===== src/rtl/ram_boot_loader_if.sv =====
// rtl/ram_boot_loader_if.sv - control, byte stream and blram port bundle for ram_boot_loader
//
// Signals (direction as seen by the loader, modport master):
//   start         in   1-cycle load request
//   s_valid       in   stream byte valid
//   s_ready       out  loader accepts the byte this cycle
//   s_data        in   stream byte
//   wrEn          out  RAM write enable
//   addr_toRAM    out  RAM word address (SIZE bits)
//   data_toRAM    out  RAM write data
//   data_fromRAM  in   RAM read data, one cycle behind its address
//   busy          out  load/verify in progress
//   done          out  image verified (sticky)
//   error         out  load failed (sticky)
//   cpu_rst       out  CPU reset hold
// The slave modport is the mirror image, for the environment side.
interface ram_boot_loader_if #(
    parameter int SIZE = 14
);
    logic            start;
    logic            s_valid;
    logic            s_ready;
    logic [7:0]      s_data;
    logic            wrEn;
    logic [SIZE-1:0] addr_toRAM;
    logic [31:0]     data_toRAM;
    logic [31:0]     data_fromRAM;
    logic            busy;
    logic            done;
    logic            error;
    logic            cpu_rst;

    modport master (
        input  start, s_valid, s_data, data_fromRAM,
        output s_ready, wrEn, addr_toRAM, data_toRAM, busy, done, error, cpu_rst
    );

    modport slave (
        output start, s_valid, s_data, data_fromRAM,
        input  s_ready, wrEn, addr_toRAM, data_toRAM, busy, done, error, cpu_rst
    );
endinterface


===== src/rtl/ram_boot_loader.sv =====
// rtl/ram_boot_loader.sv - loads a program image from a byte stream into RAM and verifies it
//
// Ports:
//   clk   clock, all state on posedge
//   rst   asynchronous active-high reset
//   bus   ram_boot_loader_if.master: start, byte stream (s_valid/s_ready/s_data),
//         blram port (wrEn/addr_toRAM/data_toRAM/data_fromRAM), status (busy/done/error/cpu_rst)
//
// Stream: LEN (4 bytes), LEN data words (4 bytes each), CSUM (4 bytes), all MSB first.
// CSUM is the XOR of the data words; it is checked against a readback of RAM, not
// against the words as they went by, so a bad RAM path is caught too.
module ram_boot_loader #(
    parameter int SIZE      = 14,
    parameter int BASE_ADDR = 0,
    parameter int MAX_WORDS = 1024
) (
    input  logic              clk,
    input  logic              rst,
    ram_boot_loader_if.master bus
);
    localparam int              CW        = $clog2(MAX_WORDS + 1);
    localparam logic [SIZE-1:0] BASE      = SIZE'(BASE_ADDR);
    localparam logic [32:0]     BASE_WIDE = 33'(BASE_ADDR);
    localparam logic [32:0]     ADDR_SPAN = 33'd1 << SIZE;
    localparam logic [31:0]     MAX_LEN   = 32'(MAX_WORDS);

    typedef enum logic [3:0] {
        S_IDLE,
        S_LEN,
        S_DATA,
        S_WR,
        S_CSUM,
        S_RD,
        S_CHK,
        S_DONE,
        S_ERROR
    } state_t;

    state_t         state;
    logic [1:0]     bcnt;       // bytes of the current 32-bit field already taken
    logic [23:0]    shreg;      // first three bytes of the field in flight
    logic [CW-1:0]  n;          // image length in words
    logic [CW-1:0]  idx;        // write index while loading, next read index in RD
    logic [31:0]    csum;
    logic [31:0]    rb_sum;
    logic           addr_live;  // an address is on addr_toRAM this RD cycle
    logic           rd_valid;   // data_fromRAM carries the word for last cycle's address

    logic           xfer;
    logic           field_done;
    logic [31:0]    sh_next;
    logic [CW-1:0]  idx_inc;
    logic           len_bad;

    always_comb begin
        xfer       = bus.s_valid && bus.s_ready;
        field_done = xfer && (bcnt == 2'd3);
        sh_next    = {shreg, bus.s_data};
        idx_inc    = idx + CW'(1);
        // Checked in 33 bits so an image ending exactly at the top of RAM is legal
        // while anything that would wrap the address is not.
        len_bad    = (sh_next == 32'd0) || (sh_next > MAX_LEN) ||
                     (({1'b0, sh_next} + BASE_WIDE) > ADDR_SPAN);
    end

    always_ff @(posedge clk or posedge rst) begin
        if (rst) begin
            state          <= S_IDLE;
            bcnt           <= 2'd0;
            shreg          <= 24'd0;
            n              <= '0;
            idx            <= '0;
            csum           <= 32'd0;
            rb_sum         <= 32'd0;
            addr_live      <= 1'b0;
            rd_valid       <= 1'b0;
            bus.s_ready    <= 1'b0;
            bus.wrEn       <= 1'b0;
            bus.addr_toRAM <= '0;
            bus.data_toRAM <= 32'd0;
            bus.busy       <= 1'b0;
            bus.done       <= 1'b0;
            bus.error      <= 1'b0;
            bus.cpu_rst    <= 1'b1;
        end else begin
            if (xfer) begin
                shreg <= sh_next[23:0];
                bcnt  <= bcnt + 2'd1;
            end

            case (state)
                S_IDLE, S_DONE, S_ERROR: begin
                    if (bus.start) begin
                        state       <= S_LEN;
                        bcnt        <= 2'd0;
                        idx         <= '0;
                        bus.s_ready <= 1'b1;
                        bus.busy    <= 1'b1;
                        bus.done    <= 1'b0;
                        bus.error   <= 1'b0;
                        bus.cpu_rst <= 1'b1;
                    end
                end

                S_LEN: begin
                    if (field_done) begin
                        if (len_bad) begin
                            state       <= S_ERROR;
                            bus.s_ready <= 1'b0;
                            bus.busy    <= 1'b0;
                            bus.error   <= 1'b1;
                        end else begin
                            n     <= CW'(sh_next);
                            state <= S_DATA;
                        end
                    end
                end

                S_DATA: begin
                    if (field_done) begin
                        state          <= S_WR;
                        bus.s_ready    <= 1'b0;
                        bus.wrEn       <= 1'b1;
                        bus.addr_toRAM <= BASE + SIZE'(idx);
                        bus.data_toRAM <= sh_next;
                    end
                end

                S_WR: begin
                    bus.wrEn    <= 1'b0;
                    bus.s_ready <= 1'b1;
                    idx         <= idx_inc;
                    state       <= (idx_inc == n) ? S_CSUM : S_DATA;
                end

                S_CSUM: begin
                    if (field_done) begin
                        csum           <= sh_next;
                        state          <= S_RD;
                        bus.s_ready    <= 1'b0;
                        bus.addr_toRAM <= BASE;
                        idx            <= CW'(1);
                        addr_live      <= 1'b1;
                        rd_valid       <= 1'b0;
                        rb_sum         <= 32'd0;
                    end
                end

                // One address per cycle; the XOR trails by one cycle because the
                // RAM read is registered. The final capture happens the cycle after
                // the last address, then CHK compares the settled sum.
                S_RD: begin
                    if (rd_valid) begin
                        rb_sum <= rb_sum ^ bus.data_fromRAM;
                    end
                    rd_valid <= addr_live;
                    if (idx < n) begin
                        bus.addr_toRAM <= BASE + SIZE'(idx);
                        idx            <= idx_inc;
                        addr_live      <= 1'b1;
                    end else begin
                        addr_live <= 1'b0;
                    end
                    if (rd_valid && !addr_live) begin
                        state <= S_CHK;
                    end
                end

                S_CHK: begin
                    rd_valid <= 1'b0;
                    bus.busy <= 1'b0;
                    if (rb_sum == csum) begin
                        state       <= S_DONE;
                        bus.done    <= 1'b1;
                        bus.cpu_rst <= 1'b0;
                    end else begin
                        state       <= S_ERROR;
                        bus.error   <= 1'b1;
                        bus.cpu_rst <= 1'b1;
                    end
                end

                default: state <= S_IDLE;
            endcase
        end
    end
endmodule


===== src/flat_wrapper.sv =====
// flat-port wrapper written by rule: the top's interface ports become plain ports
module ram_boot_loader_flat 
#(
    parameter int SIZE      = 14,
    parameter int BASE_ADDR = 0,
    parameter int MAX_WORDS = 1024
)
  (clk, rst, bus_start, bus_s_valid, bus_s_data, bus_data_fromRAM, bus_s_ready, bus_wrEn, bus_addr_toRAM, bus_data_toRAM, bus_busy, bus_done, bus_error, bus_cpu_rst);
  ram_boot_loader_if #(.SIZE(SIZE)) bus_i ();
  input  logic clk;
  input  logic rst;
  input wire logic [$bits(bus_i.start)-1:0] bus_start;
  input wire logic [$bits(bus_i.s_valid)-1:0] bus_s_valid;
  input wire logic [$bits(bus_i.s_data)-1:0] bus_s_data;
  input wire logic [$bits(bus_i.data_fromRAM)-1:0] bus_data_fromRAM;
  output wire logic [$bits(bus_i.s_ready)-1:0] bus_s_ready;
  output wire logic [$bits(bus_i.wrEn)-1:0] bus_wrEn;
  output wire logic [$bits(bus_i.addr_toRAM)-1:0] bus_addr_toRAM;
  output wire logic [$bits(bus_i.data_toRAM)-1:0] bus_data_toRAM;
  output wire logic [$bits(bus_i.busy)-1:0] bus_busy;
  output wire logic [$bits(bus_i.done)-1:0] bus_done;
  output wire logic [$bits(bus_i.error)-1:0] bus_error;
  output wire logic [$bits(bus_i.cpu_rst)-1:0] bus_cpu_rst;
  assign bus_i.start = bus_start;
  assign bus_i.s_valid = bus_s_valid;
  assign bus_i.s_data = bus_s_data;
  assign bus_i.data_fromRAM = bus_data_fromRAM;
  assign bus_s_ready = bus_i.s_ready;
  assign bus_wrEn = bus_i.wrEn;
  assign bus_addr_toRAM = bus_i.addr_toRAM;
  assign bus_data_toRAM = bus_i.data_toRAM;
  assign bus_busy = bus_i.busy;
  assign bus_done = bus_i.done;
  assign bus_error = bus_i.error;
  assign bus_cpu_rst = bus_i.cpu_rst;
  ram_boot_loader #(.SIZE(SIZE), .BASE_ADDR(BASE_ADDR), .MAX_WORDS(MAX_WORDS)) u_core (.clk(clk), .rst(rst), .bus(bus_i));
endmodule

===== config.mk =====
export PLATFORM = sky130hd
export DESIGN_NAME = ram_boot_loader_flat
export DESIGN_NICKNAME = d
export VERILOG_FILES = /design/src/rtl/ram_boot_loader_if.sv /design/src/rtl/ram_boot_loader.sv /design/src/flat_wrapper.sv
export SDC_FILE = /design/constraint.sdc
export NUM_CORES = 1
export LEC_CHECK = 0
export CAP_MARGIN = 20
export CORE_MARGIN = 2
export CORE_UTILIZATION = 24
export DETAILED_ROUTE_END_ITERATION = 10
export PLACE_DENSITY = 0.51
export REMOVE_ABC_BUFFERS = 1
export SYNTH_ARGS = -nofsm -noshare
export SYNTH_HDL_FRONTEND = slang
export SYNTH_SLANG_ARGS = --single-unit

===== constraint.sdc =====
create_clock -name clk -period 8.71 [get_ports clk]
set_input_delay 1.3065 -clock clk [delete_from_list [all_inputs] [get_ports clk]]
set_output_delay 1.3065 -clock clk [all_outputs]
set_load 0.1 [all_outputs]

Word-level counts from Yosys, hierarchy flattened
Index checks and enable logic that the tools add are counted.
Widths: inputs -> output; s select.
- $add $sub $neg: 2
- $lt $le $gt $ge: 3
- equal/unequal tests: 22
- multiplexer cells: 43
- bitwise logic cells: 2
- reductions and logical operators: 33
- operators by type and width (cell ; number):
    $mux 32 ; 2
    $pmux 32 s2 ; 1
    $pmux 11 s4 ; 1
    $mux 14 ; 3
    $pmux 14 s3 ; 1
    $mux 11 ; 3
    $eq 32x32->1 ; 1
    $gt 32x11->1 const B ; 1
    $gt 32x15->1 const B ; 1
    $logic_not 32->1 ; 1
    $xor 32x32->32 ; 1
    $mux 4 ; 7
    $pmux 4 s7 ; 1
    $ne 2x1->1 const B ; 9
    $eq 4x3->1 const B ; 4
    $reduce_and 5->1 ; 3
    $mux 1 ; 12
    $reduce_and 2->1 ; 6
    $reduce_and 4->1 ; 3
    $add 11x1->11 const B ; 1
    $eq 11x11->1 ; 1
    $lt 11x11->1 ; 1
    $pmux 1 s3 ; 3
    $reduce_and 3->1 ; 3
    20 further kinds ; 35
- register bits: 170
- output and inout port bits: 52
- logic and storage cells: 122

Logic depth before layout (Yosys ltp)
Gate-level depths: netlist of the first run.
- depth in word-level cells: 6
- gate-level depth with buffers: 10

Worst setup path after synthesis of the first run
OpenSTA, ideal clock, no wires.
- kind: input-to-reg
- start point: in bus_s_data[6]
- end point: reg u_core.n[0]
- setup time: 0.125 ns
- arrival: 2.762 ns
- slack: 5.823 ns
- stages: 6
- path buffers: 1
- path through: nor4_1 a31oi_1 nor4b_4 nand4_2 buf_6 mux2_4
- longest elaborated chain between the ends: 5
- ends and longest elaborated chain (what ; RTL line ; RTL):
    start: declaration ; flat_wrapper.sv:14 ; input wire logic [$bits(bus_i.s_data)-1:0] bus_s_data;
    $gt 32x11->1 or $logic_not 32->1 (tied branches) ; ram_boot_loader.sv:62 ; len_bad = (sh_next == 32'd0) || (sh_next > MAX_LEN) ||
    $logic_or 1x1->1 ; ram_boot_loader.sv:62 ;
    $logic_or 1x1->1 * ; ram_boot_loader.sv:62 ;
    $not 1->1 (no line) * ; -- ;
    $reduce_and 3->1 (no line) * ; -- ;
    end signal: assignment ; ram_boot_loader.sv:113 ; n <= CW'(sh_next);
    end: declaration ; ram_boot_loader.sv:42 ; logic [CW-1:0] n;
Every way passes the cells marked *; elsewhere a longest branch is shown, timed or not.
A chain may end at the register's enable or synchronous reset.

Worst setup path after layout of the first run
- start point: in bus_s_data[0]
- end point: reg u_core.n[1]
Same word-level chain as after synthesis.

==> impl_results.md, run 1 <==
- Hold Path Cell Cnt: 2
- CP arrival: 3840 ps
- Worst reg-to-reg setup slack: 5940 ps
- Hold path start: u_core.bus.wrEn$_DFFE_PP0P_
- Die height: 187 um
- Crit end category: flip-flop
- First-pass GRT wire length: 31600 um
- Overall Global Routing Usage: 0.115
- CTS Sinks: 167
- Root Buffer Master: clkbuf_16
- Worst r2r dst: u_core.csum[14]$_DFFE_PP0P_
- Share of layout cells above drive strength 1: 0.179
- Yosys warnings: 0
- Leading post-synthesis cells by cell area: dfrtp_1 (52%), mux2_2 (12%), xor2_1 (7.4%)
- Pin count of the biggest net entering global routing: 93
- Later-pin clock latency in the skew report: 430 ps
- Worst-Margin Slew: 1050 ps
- CTS tree: yes
- Required time worst endpoint: 9010 ps
- Tcrit/Tclk final: 0.406
- Metal-1 WL: 9780 um
- Via count: 5391
- RR Startpoint: u_core.state[2]$_DFFE_PP0P_
- Clock buffer depth: 2
- Minimum clock period: 3530 ps
- Site Rows: 67
- Hold Violations, Final: 0
- Die area: 35000 um^2
- Vias per std cell: 4.29
- Gr ovfl total: 0
- TNS Setup: 0 ps
- Routed WL per cell: 15.6 um
- Critical path class: input port to flip-flop
- H-Tree Depth: 4
- IO Count: 96
- Leak: 0.00488 uW
- Drt drc: 0
- Synth Register Bits: 167
- Tot Pwr: 1550 uW
- Core area: 33300 um^2
- Initial DRT Pass Iterations: 4
- Initial DRC count: 309
- Seq/Total Area, Yosys: 0.520
- Worst-path maximum fanout: 12
- Max Clock Freq: 283 MHz
- Area leader, netlist: dfrtp_1
- Mapped cell area: 8040 um^2
- Vias in the first global route: 5484
- Max-slew violations: 0
- Clk slew on worst S/H paths: 70 ps
- Post-synth top area share: 0.517
- Routed wl met2: 8870 um
- Async SR Flop Fraction: 1.00
- Worst min path class: flip-flop to flip-flop
- Detail Route Antenna Nets: 0
- Slew headroom: 0.295
- Initial Util: 0.241
- Final setup viols: 0
- CTS hold repair buffers: 0
- Status: finished, final reports clean
- Reg2reg path depth: 5
- Dpl hpwl: 13400 um
- Crit path from: bus_s_data[0]
- PwrDens: 155 nW/um^2
- PortBufs: 92
- Worst Hold Path EP: u_core.bus.wrEn$_DFFE_PP0P_
- Cts bufs inserted: 17
- DR top layer: met4
- Unrepaired setup endpoints after global routing: false
- Synthesized area per cell: 11.3 um^2
- Postcts setup bufs: 0
- Synth Instances: 712
- Area growth syn-to-layout: 23.9%
- Routability cong.: 0.766
- Max Clock Skew: 14.2 ps
- Antenna violations before repair: 0
- Distinct cells, synth: 59
- MaxCap Viol Count: 0
- CTS resizes: 0
- CP startpoint kind: input port
- Post-synth EDFFs: 0
- Die width: 187 um
- ANT cells: 0
- Final WL: 19600 um
- Main synth FF type: dfrtp_1
- Max VDD drop: 0.000124 V
- Met3 wire len: 689 um
- Fin nets: 852
==> sequential cells by signal, indices dropped and copies added (netlist names), 2 cells and up <==
signal,flops
u_core.bcnt,2
u_core.bus.addr_toRAM,11
u_core.bus.data_toRAM,32
u_core.csum,32
u_core.idx,11
u_core.n,11
u_core.rb_sum,32
u_core.shreg,24
u_core.state,4
==> stage by stage <==
stage	setup WS [ps]	util	cells	hold slack, ps	cell area, um^2
after CTS	5180	0.299	1256	486	9950
after floorplan	2890	-	679	481	7860
after global routing	5100	0.299	1256	520	9950
final	5180	0.299	1256	479	9950
after detailed placement	4750	0.282	1224	470	9400
after global placement	4750	0.282	1224	466	9400
==> worst max-delay path by stage <==
stage,cells after the start,slack (ps),to
after CTS,6,5180,u_core.n[1]$_DFFE_PP0P_
after global placement,6,4750,u_core.n[3]$_DFFE_PP0P_
after detailed placement,6,4750,u_core.n[0]$_DFFE_PP0P_
final,6,5180,u_core.n[1]$_DFFE_PP0P_
after global routing,6,5100,u_core.n[2]$_DFFE_PP0P_
after floorplan,1,2890,u_core.addr_live$_DFFE_PP0P_
==> layout by cell type (no fill, tap or decap), drive strengths merged, types with 7 or more instances in the layout <==
cell	synthesis	layout
nor2	49	49
nor2b	7	7
xnor2	9	9
clkbuf	11	19
inv	28	34
o31ai	7	7
a21oi	8	8
nor4	15	15
o21ai	28	28
xor2	68	68
nor3	7	7
mux2i	13	13
ha	13	13
nand4	7	7
dfrtp	166	166
clkdlybuf4s50	0	92
nand2	88	88
nand3	8	8
nand2b	11	11
mux2	97	97
==> worst max-delay path, cell delays in order <==
cell,delay [ps]
clkdlybuf4s50_1,530
nor4_1,540
a31oi_1,220
nor4b_4,360
nand4_2,440
mux2_4,430
==> routing by layer <==
layer  global-route usage  vias up
met3               0.0261       11
met5                    0        -
met4               0.0299        0
met1                0.160     2677
li1                     -     2598
met2                0.180      105
==> synth_stat cells (9+ instances only) <==
master    number
dfrtp_1      166
mux2_2        89
nand2_1       87
xor2_1        68
nor2_1        49
inv_1         28
o21ai_0       27
buf_2         17
nor4_1        15
ha_1          13
mux2i_1       13
nand2b_1      11
clkbuf_1      10
xnor2_1        9
==> cell families after synthesis <==
group,synth area share
muxes,0.156
adders and majority gates,0.0202
and+or+nand+nor,0.123
DFF,0.520
AOI/OAI and AO/OA,0.0607
buffers and inverters,0.0360
other,0.000467
xor gates and xnor gates,0.0839
==> power breakdown <==
part	switching, uW	internal [uW]	total [uW]
clock	342	383	725
sequential	0	775	775
combinational	29.0	17.9	46.9
==> area by class of cell <==
| class | count | area [um^2] |
|---|---|---|
| Sequential cell | 167 | 4180 |
| Inverter | 28 | 110 |
| Tap cell | 448 | 561 |
| Timing Repair Buffer | 97 | 958 |
| Clock inverter | 13 | 115 |
| Clock buffer | 19 | 443 |
| Multi-Input combinational cell | 484 | 3590 |
| Fill cell | 3464 | 23300 |
No activity file was read; power rests on OpenSTA's default activity.
==> run 2: changes to the inputs <==
- clock period: 8.71 -> 3.3 ns (I/O delays scaled with it)
==> run 2 against run 1 <==
- clock skew is 1.4 ps higher
- first-iteration DRC count is 19% lower
- die area unchanged
- sequential share of layout area shrank 0.75 points
- utilization rose by 0.54 points
- cell area rose by 1.8%
- clock power rose to 3.0 times the previous value
- non-clock buffer count up 17
- critical path depth grew 1
- setup slack got worse by 4500 ps
- register-to-register slack worse by 5200 ps
- sequential power increased to 2.6 times the previous value
- critical path type is now flip-flop to flip-flop
- largest cell class unchanged
- highest routed layer unchanged
==> impl_results.md, run 2 (same netlist as run 1, synthesis figures left out) <==
- Status: finished, final reports clean
- Critical Path, Cell by Cell: nand2_1 > or4_4 > xnor2_1 > a2111oi_0 > nand4_1 > and2_1 > o311a_1
- Worst min path class: input port to asynchronous set/reset pin
- Required time worst endpoint: 3620 ps (-5390 ps)
- Slew headroom: 0.344 (+0.0491)
- Clock buffer depth: 2 (unchanged)
- Gr ovfl total: 0 (unchanged)
- CP startpoint kind: flip-flop
- Drt drc: 0 (unchanged)
- Root Buffer Master: clkbuf_16
- Largest registers: u_core.bus.data_toRAM x32, u_core.csum x32, u_core.rb_sum x32
- Detail Route Antenna Nets: 0 (unchanged)
- Die area: 35000 um^2 (unchanged)
- Later-pin clock latency in the skew report: 440 ps (about the same)
- Unrepaired setup endpoints after global routing: false
- Dpl cell area: 9500 um^2 (+1.1%)
- Max-slew violations: 0 (unchanged)
- Via count: 5395 (+0.074%)
- PwrDens: 428 nW/um^2 (+180%)
- WP buf/inv: 0 (-1)
- Initial DRC count: 251 (-19%)
- Worst-path maximum fanout: 11 (-1)
- Most common library cell in the layout ignoring fill and taps: dfrtp_1
- First-pass GRT wire length: 32100 um (+1.6%)
- Core area: 33300 um^2 (unchanged)
- Leak: 0.00506 uW (+3.6%)
- Final setup viols: 0 (unchanged)
- Worst-Margin Slew: 981 ps (-73.4 ps)
- MaxCap Viol Count: 0 (unchanged)
- Site Rows: 67 (unchanged)
- Critical-path top delay cell: or4_4
- Most frequent cells in the layout: dfrtp_1 (166), mux2_2 (89), nand2_1 (87)
- CP arrival: 2900 ps (-940 ps)
- Routability cong.: 0.745 (-2.7%)
- Layout fillers: 3459 (-0.14%)
- Layout Utilization: 0.305 (+0.00541)
- IO Count: 96 (unchanged)
- Final instance area: 10100 um^2 (+1.8%)
- Initial Util: 0.241 (unchanged)
- Cts bufs inserted: 17 (unchanged)
- Hold Violations, Final: 0 (unchanged)
- Tcrit/Tclk final: 0.783
- Crit end category: flip-flop
- PortBufs: 92 (unchanged)
- CTS hold repair buffers: 0 (unchanged)
- Worst reg-to-reg setup slack: 720 ps (-5220 ps)
- Critical path class: flip-flop to flip-flop
- Max Clock Skew: 15.6 ps (+1.38 ps)
- CP top delay family: simple AND/OR/NAND/NOR gates
- CTS Sinks: 167 (unchanged)
- Vias in the first global route: 5457 (-0.49%)
- Die height: 187 um (unchanged)
- Minimum clock period: 2580 ps
- Antenna violations before repair: 0 (unchanged)
- Final WL: 20100 um (+2.5%)
- Area growth syn-to-layout: 26.1%
- Vias per std cell: 4.24 (-1.3%)
- Max stage delay on crit path: 580 ps (+40 ps)
- CTS resizes: 0 (unchanged)
- Max Clock Freq: 387 MHz
- TNS Setup: 0 ps (unchanged)
- ANT cells: 0 (unchanged)
- Max VDD drop: 0.000383 V (+210%)
- Die width: 187 um (unchanged)
- Dpl hpwl: 14200 um (+6.0%)
- Share of layout cells above drive strength 1: 0.229 (+0.0496)
- Clk slew on worst S/H paths: 70 ps (about the same)
- Pin count of the biggest net entering global routing: 66 (-29%)
- Overall Global Routing Usage: 0.118 (+0.00296)
- H-Tree Depth: 4 (unchanged)
- Postcts setup bufs: 0 (unchanged)
- Routed WL per cell: 15.8 um (+1.2%)
- CTS tree: yes
- Initial DRT Pass Iterations: 5 (+1)
- Fin nets: 869 (+2.0%)
-- run 2: cell count changes in the layout (fill, tap and decap cells not counted), sizes merged --
cell / change
buf: +45
inv: -1
clkbuf: +1
clkinv: -1
bufinv: +3
clkdlybuf4s50: -28
clkinvlp: -2
-- run 2: per-layer routing --
layer	track usage	vias up	wire, um
met5	0	-	0
met4	0.0293	0	177
met3	0.0248	13	632
met2	0.187	100	9450
met1	0.164	2647	9820
li1	-	2635	-
-- run 2: final cells by class --
class | instances | area (um^2) | area share
clock buffers | 20 | 447 | 0.0441
clock inverters | 12 | 184 | 0.0181
inverters | 28 | 110 | 0.0109
multi-input cells | 484 | 3590 | 0.354
flip-flops and latches | 167 | 4180 | 0.412
well taps | 448 | 561 | 0.0553
repair buffers | 114 | 1070 | 0.105
-- run 2: worst paths after layout --
check,start,end,depth (start not counted)
setup / recovery,u_core.idx[5]$_DFFE_PP0P_,u_core.state[1]$_DFFE_PP0P_,7
hold / removal,rst,u_core.bus.data_toRAM[0]$_DFFE_PP0P_,2
setup reg to reg,u_core.idx[5]$_DFFE_PP0P_,u_core.state[1]$_DFFE_PP0P_,7
hold reg to reg,u_core.bus.error$_DFFE_PP0P_,u_core.bus.error$_DFFE_PP0P_,2
max in group asynchronous,rst,u_core.bus.cpu_rst$_DFFE_PP1P_,3
min in group clk,u_core.bus.error$_DFFE_PP0P_,u_core.bus.error$_DFFE_PP0P_,2
-- run 2: through the flow --
stage               hold slack, ps  setup slack [ps]  power (uW)  instances
floorplan                      481             -1710        2130        679
finish                         475               715        4340       1273
global route                   507               533        4490       1273
CTS                            496               681        4410       1273
detailed placement             480               531        2230       1241
global placement               470               495        2230       1241
-- run 2: power breakdown --
group / leakage (uW) / internal, uW / switching, uW
sequential: 0.00221 / 2050 / 0
clock: 0.000308 / 1240 / 915
combinational: 0.00254 / 56.2 / 81.5
total: 0.00506 / 3340 / 997
==> run 3: changes to the inputs <==
- clock period: 3.3 -> 2.4 ns (I/O delays scaled with it)
==> run 3 against run 2 <==
- setup slack got worse by 650 ps
- clock skew is 1.4 ps higher
- via count up 4.7%
- sequential share of layout area down 1.7 points
- critical path depth up 2
- worst hold slack worse by 160 ps
- combinational power is 46% higher
- global-route usage grew 0.45 points
- utilization increased by 1.3 points
- fmax grew 11%
- first-iteration DRC count rose by 3.2%
- flip-flop and latch count is the same
==> impl_results.md, run 3 (same netlist as run 1, synthesis figures left out) <==
- Finished Layout Cells: 1322 (+3.8%)
- Most Used Layer, Global Route: met2
- Final setup viols: 0 (unchanged)
- Critical-path top delay cell: dfrtp_2
- Worst-path maximum fanout: 5 (-6)
- Cts bufs inserted: 17 (unchanged)
- Hold Violations, Final: 0 (unchanged)
- RR Startpoint: u_core.idx[1]$_DFFE_PP0P_
- Reg2reg path depth: 9 (+2)
- Vias per std cell: 4.27 (+0.84%)
- Die height: 187 um (unchanged)
- DP Cell Count: 1283 (+3.4%)
- Worst-Margin Slew: 503 ps (-477 ps)
- Max Clock Skew: 17.0 ps (+1.45 ps)
- MaxCap Viol Count: 0 (unchanged)
- Max-slew violations: 0 (unchanged)
- Initial DRT Pass Iterations: 4 (-1)
- Routability cong.: 0.780 (+4.8%)
- CP top delay family: compound AO/OA/AOI/OAI gates
- Antenna violations before repair: 0 (unchanged)
- Die width: 187 um (unchanged)
- CP arrival: 2660 ps (-240 ps)
- Setup WS pre-CTS: -196 ps (-727 ps)
- Critical path class: flip-flop to flip-flop
- M3 GR Usage: 0.0253 (+0.000563)
- Leak: 0.00534 uW (+5.7%)
- Crit end category: flip-flop
- Tot Pwr: 5790 uW (+33%)
- Detail Route Antenna Nets: 0 (unchanged)
- Final instance area: 10600 um^2 (+4.2%)
- Clock buffer depth: 2 (unchanged)
- Routed WL per cell: 15.8 um (+0.43%)
- Gr ovfl total: 0 (unchanged)
- Tcrit/Tclk final: 0.973 (+0.190)
- Later-pin clock latency in the skew report: 440 ps (about the same)
- Share of layout cells above drive strength 1: 0.314 (+0.0844)
- Core area: 33300 um^2 (unchanged)
- Final WL: 20900 um (+4.3%)
- CP startpoint kind: flip-flop
- Root Buffer Master: clkbuf_16
- Final setup margin: 64.8 ps (-650 ps)
- Dpl cell area: 9790 um^2 (+3.0%)
- WP buf/inv: 1 (+1)
- Worst min path class: input port to asynchronous set/reset pin
- CTS Sinks: 167 (unchanged)
- Overall Global Routing Usage: 0.123 (+0.00449)
- Minimum clock period: 2340 ps (-250 ps)
- Max VDD drop: 0.000490 V (+28%)
- Required time worst endpoint: 2720 ps (-900 ps)
- Die area: 35000 um^2 (unchanged)
- CTS hold repair buffers: 0 (unchanged)
- Pin count of the biggest net entering global routing: 49 (-26%)
- CTS tree: yes
- Status: finished, final reports clean
- Most frequent cells in the layout: dfrtp_1 (165), buf_4 (110), mux2_2 (88)
- Initial DRC count: 259 (+3.2%)
- Via count: 5650 (+4.7%)
- Clk slew on worst S/H paths: 80 ps (about the same)
- Worst reg-to-reg setup slack: 60 ps (-650 ps)
- Worst r2r dst: u_core.bus.addr_toRAM[6]$_DFFE_PP0P_
- Most common library cell in the layout ignoring fill and taps: dfrtp_1
- Max stage delay on crit path: 460 ps (-120 ps)
- Slew headroom: 0.665 (+0.320)
- Layout fillers: 3421 (-1.1%)
- Largest registers: u_core.bus.data_toRAM x32, u_core.csum x32, u_core.rb_sum x32
- Fin nets: 918 (+5.6%)
- Unrepaired setup endpoints after global routing: true
- Initial Util: 0.241 (unchanged)
- ANT cells: 0 (unchanged)
- H-Tree Depth: 4 (unchanged)
- IO Count: 96 (unchanged)
- Drt drc: 0 (unchanged)
- Met2 Use GR: 0.201 (+0.0136)
- Site Rows: 67 (unchanged)
- Layout Utilization: 0.317 (+0.0129)
- Area growth syn-to-layout: 31.4%
- Vias in the first global route: 5801 (+6.3%)
- Critical Path, Cell by Cell: ha_4 > nor2b_1 > o21a_1 > o211ai_1 > a31o_2 > a31oi_4 > or3_4 > clkbuf_16 > mux2i_1
- Max Clock Freq: 428 MHz (+11%)
- Dpl hpwl: 14900 um (+5.0%)
- First-pass GRT wire length: 33300 um (+4.0%)
- PwrDens: 548 nW/um^2 (+28%)
- PortBufs: 92 (unchanged)
- Met1 usage: 0.165 (+0.000849)
-- run 3: cell types whose count changed in the layout (fill, tap and decap cells not counted), sizes merged --
cell           previous run  this run
inv                      33        35
clkbuf                   20        18
clkdlybuf4s50            64        43
bufinv                    3         0
clkinv                    4         8
buf                      50       119
-- run 3: report_power, final --
part	leakage [uW]	total [uW]	switching (uW)	internal [uW]
Combinational	0.00284	202	117	85.0
Sequential	0.00220	2810	0	2810
Clock	0.000295	2770	1360	1410
Total	0.00534	5790	1480	4310
-- run 3: metrics by stage --
stage | hold slack [ps] | TNS [ps]
final | 319 | 0
after global routing | 337 | -73.2
after CTS | 328 | 0
after detailed placement | 466 | -2350
after global placement | 468 | -2370
after floorplan | 481 | -531400
-- run 3: worst max path at each step --
stage / slack, ps / end / start / cells after the start
finish: 60 / u_core.bus.addr_toRAM[6]$_DFFE_PP0P_ / u_core.idx[1]$_DFFE_PP0P_ / 9
global route: -20 / u_core.bus.addr_toRAM[6]$_DFFE_PP0P_ / u_core.idx[1]$_DFFE_PP0P_ / 9
CTS: 0.2 / u_core.idx[0]$_DFFE_PP0P_ / u_core.idx[0]$_DFFE_PP0P_ / 11
detailed placement: -200 / u_core.n[7]$_DFFE_PP0P_ / bus_s_data[2] / 9
global placement: -200 / u_core.n[1]$_DFFE_PP0P_ / bus_s_data[2] / 9
floorplan: -2480 / u_core.addr_live$_DFFE_PP0P_ / rst / 1
-- run 3: final cells by class --
cell class	count	area, um^2	share of cell area
clock buffer	17	425	0.0403
clock inverter	15	178	0.0168
inverter	28	110	0.0104
multi-input combinational	484	3660	0.347
sequential	167	4180	0.396
tap	448	561	0.0531
timing repair buffer	163	1440	0.137
-- run 3: timing repair --
| item | CTS | global route |
|---|---|---|
| pin swaps | 0 | 8 |
| buffers inserted | 1 | 5 |
| cloned | 0 | 1 |
| gates resized for setup | 4 | 19 |
| endpoints found under the setup margin | 2 | 23 |
-- run 3: worst reg2reg max path, stage by stage, from the launching register on --
cell and delay (ps):
dfrtp_2 460, ha_4 220, nor2b_1 120, o21a_1 180
o211ai_1 210, a31o_2 210, a31oi_4 90, or3_4 460
clkbuf_16 180, mux2i_1 110
-- run 3: per-layer routing --
layer | up-vias | wire length (um)
met5 | - | 0
met4 | 0 | 165
met3 | 11 | 712
met2 | 102 | 10200
met1 | 2798 | 9900
li1 | 2739 | -
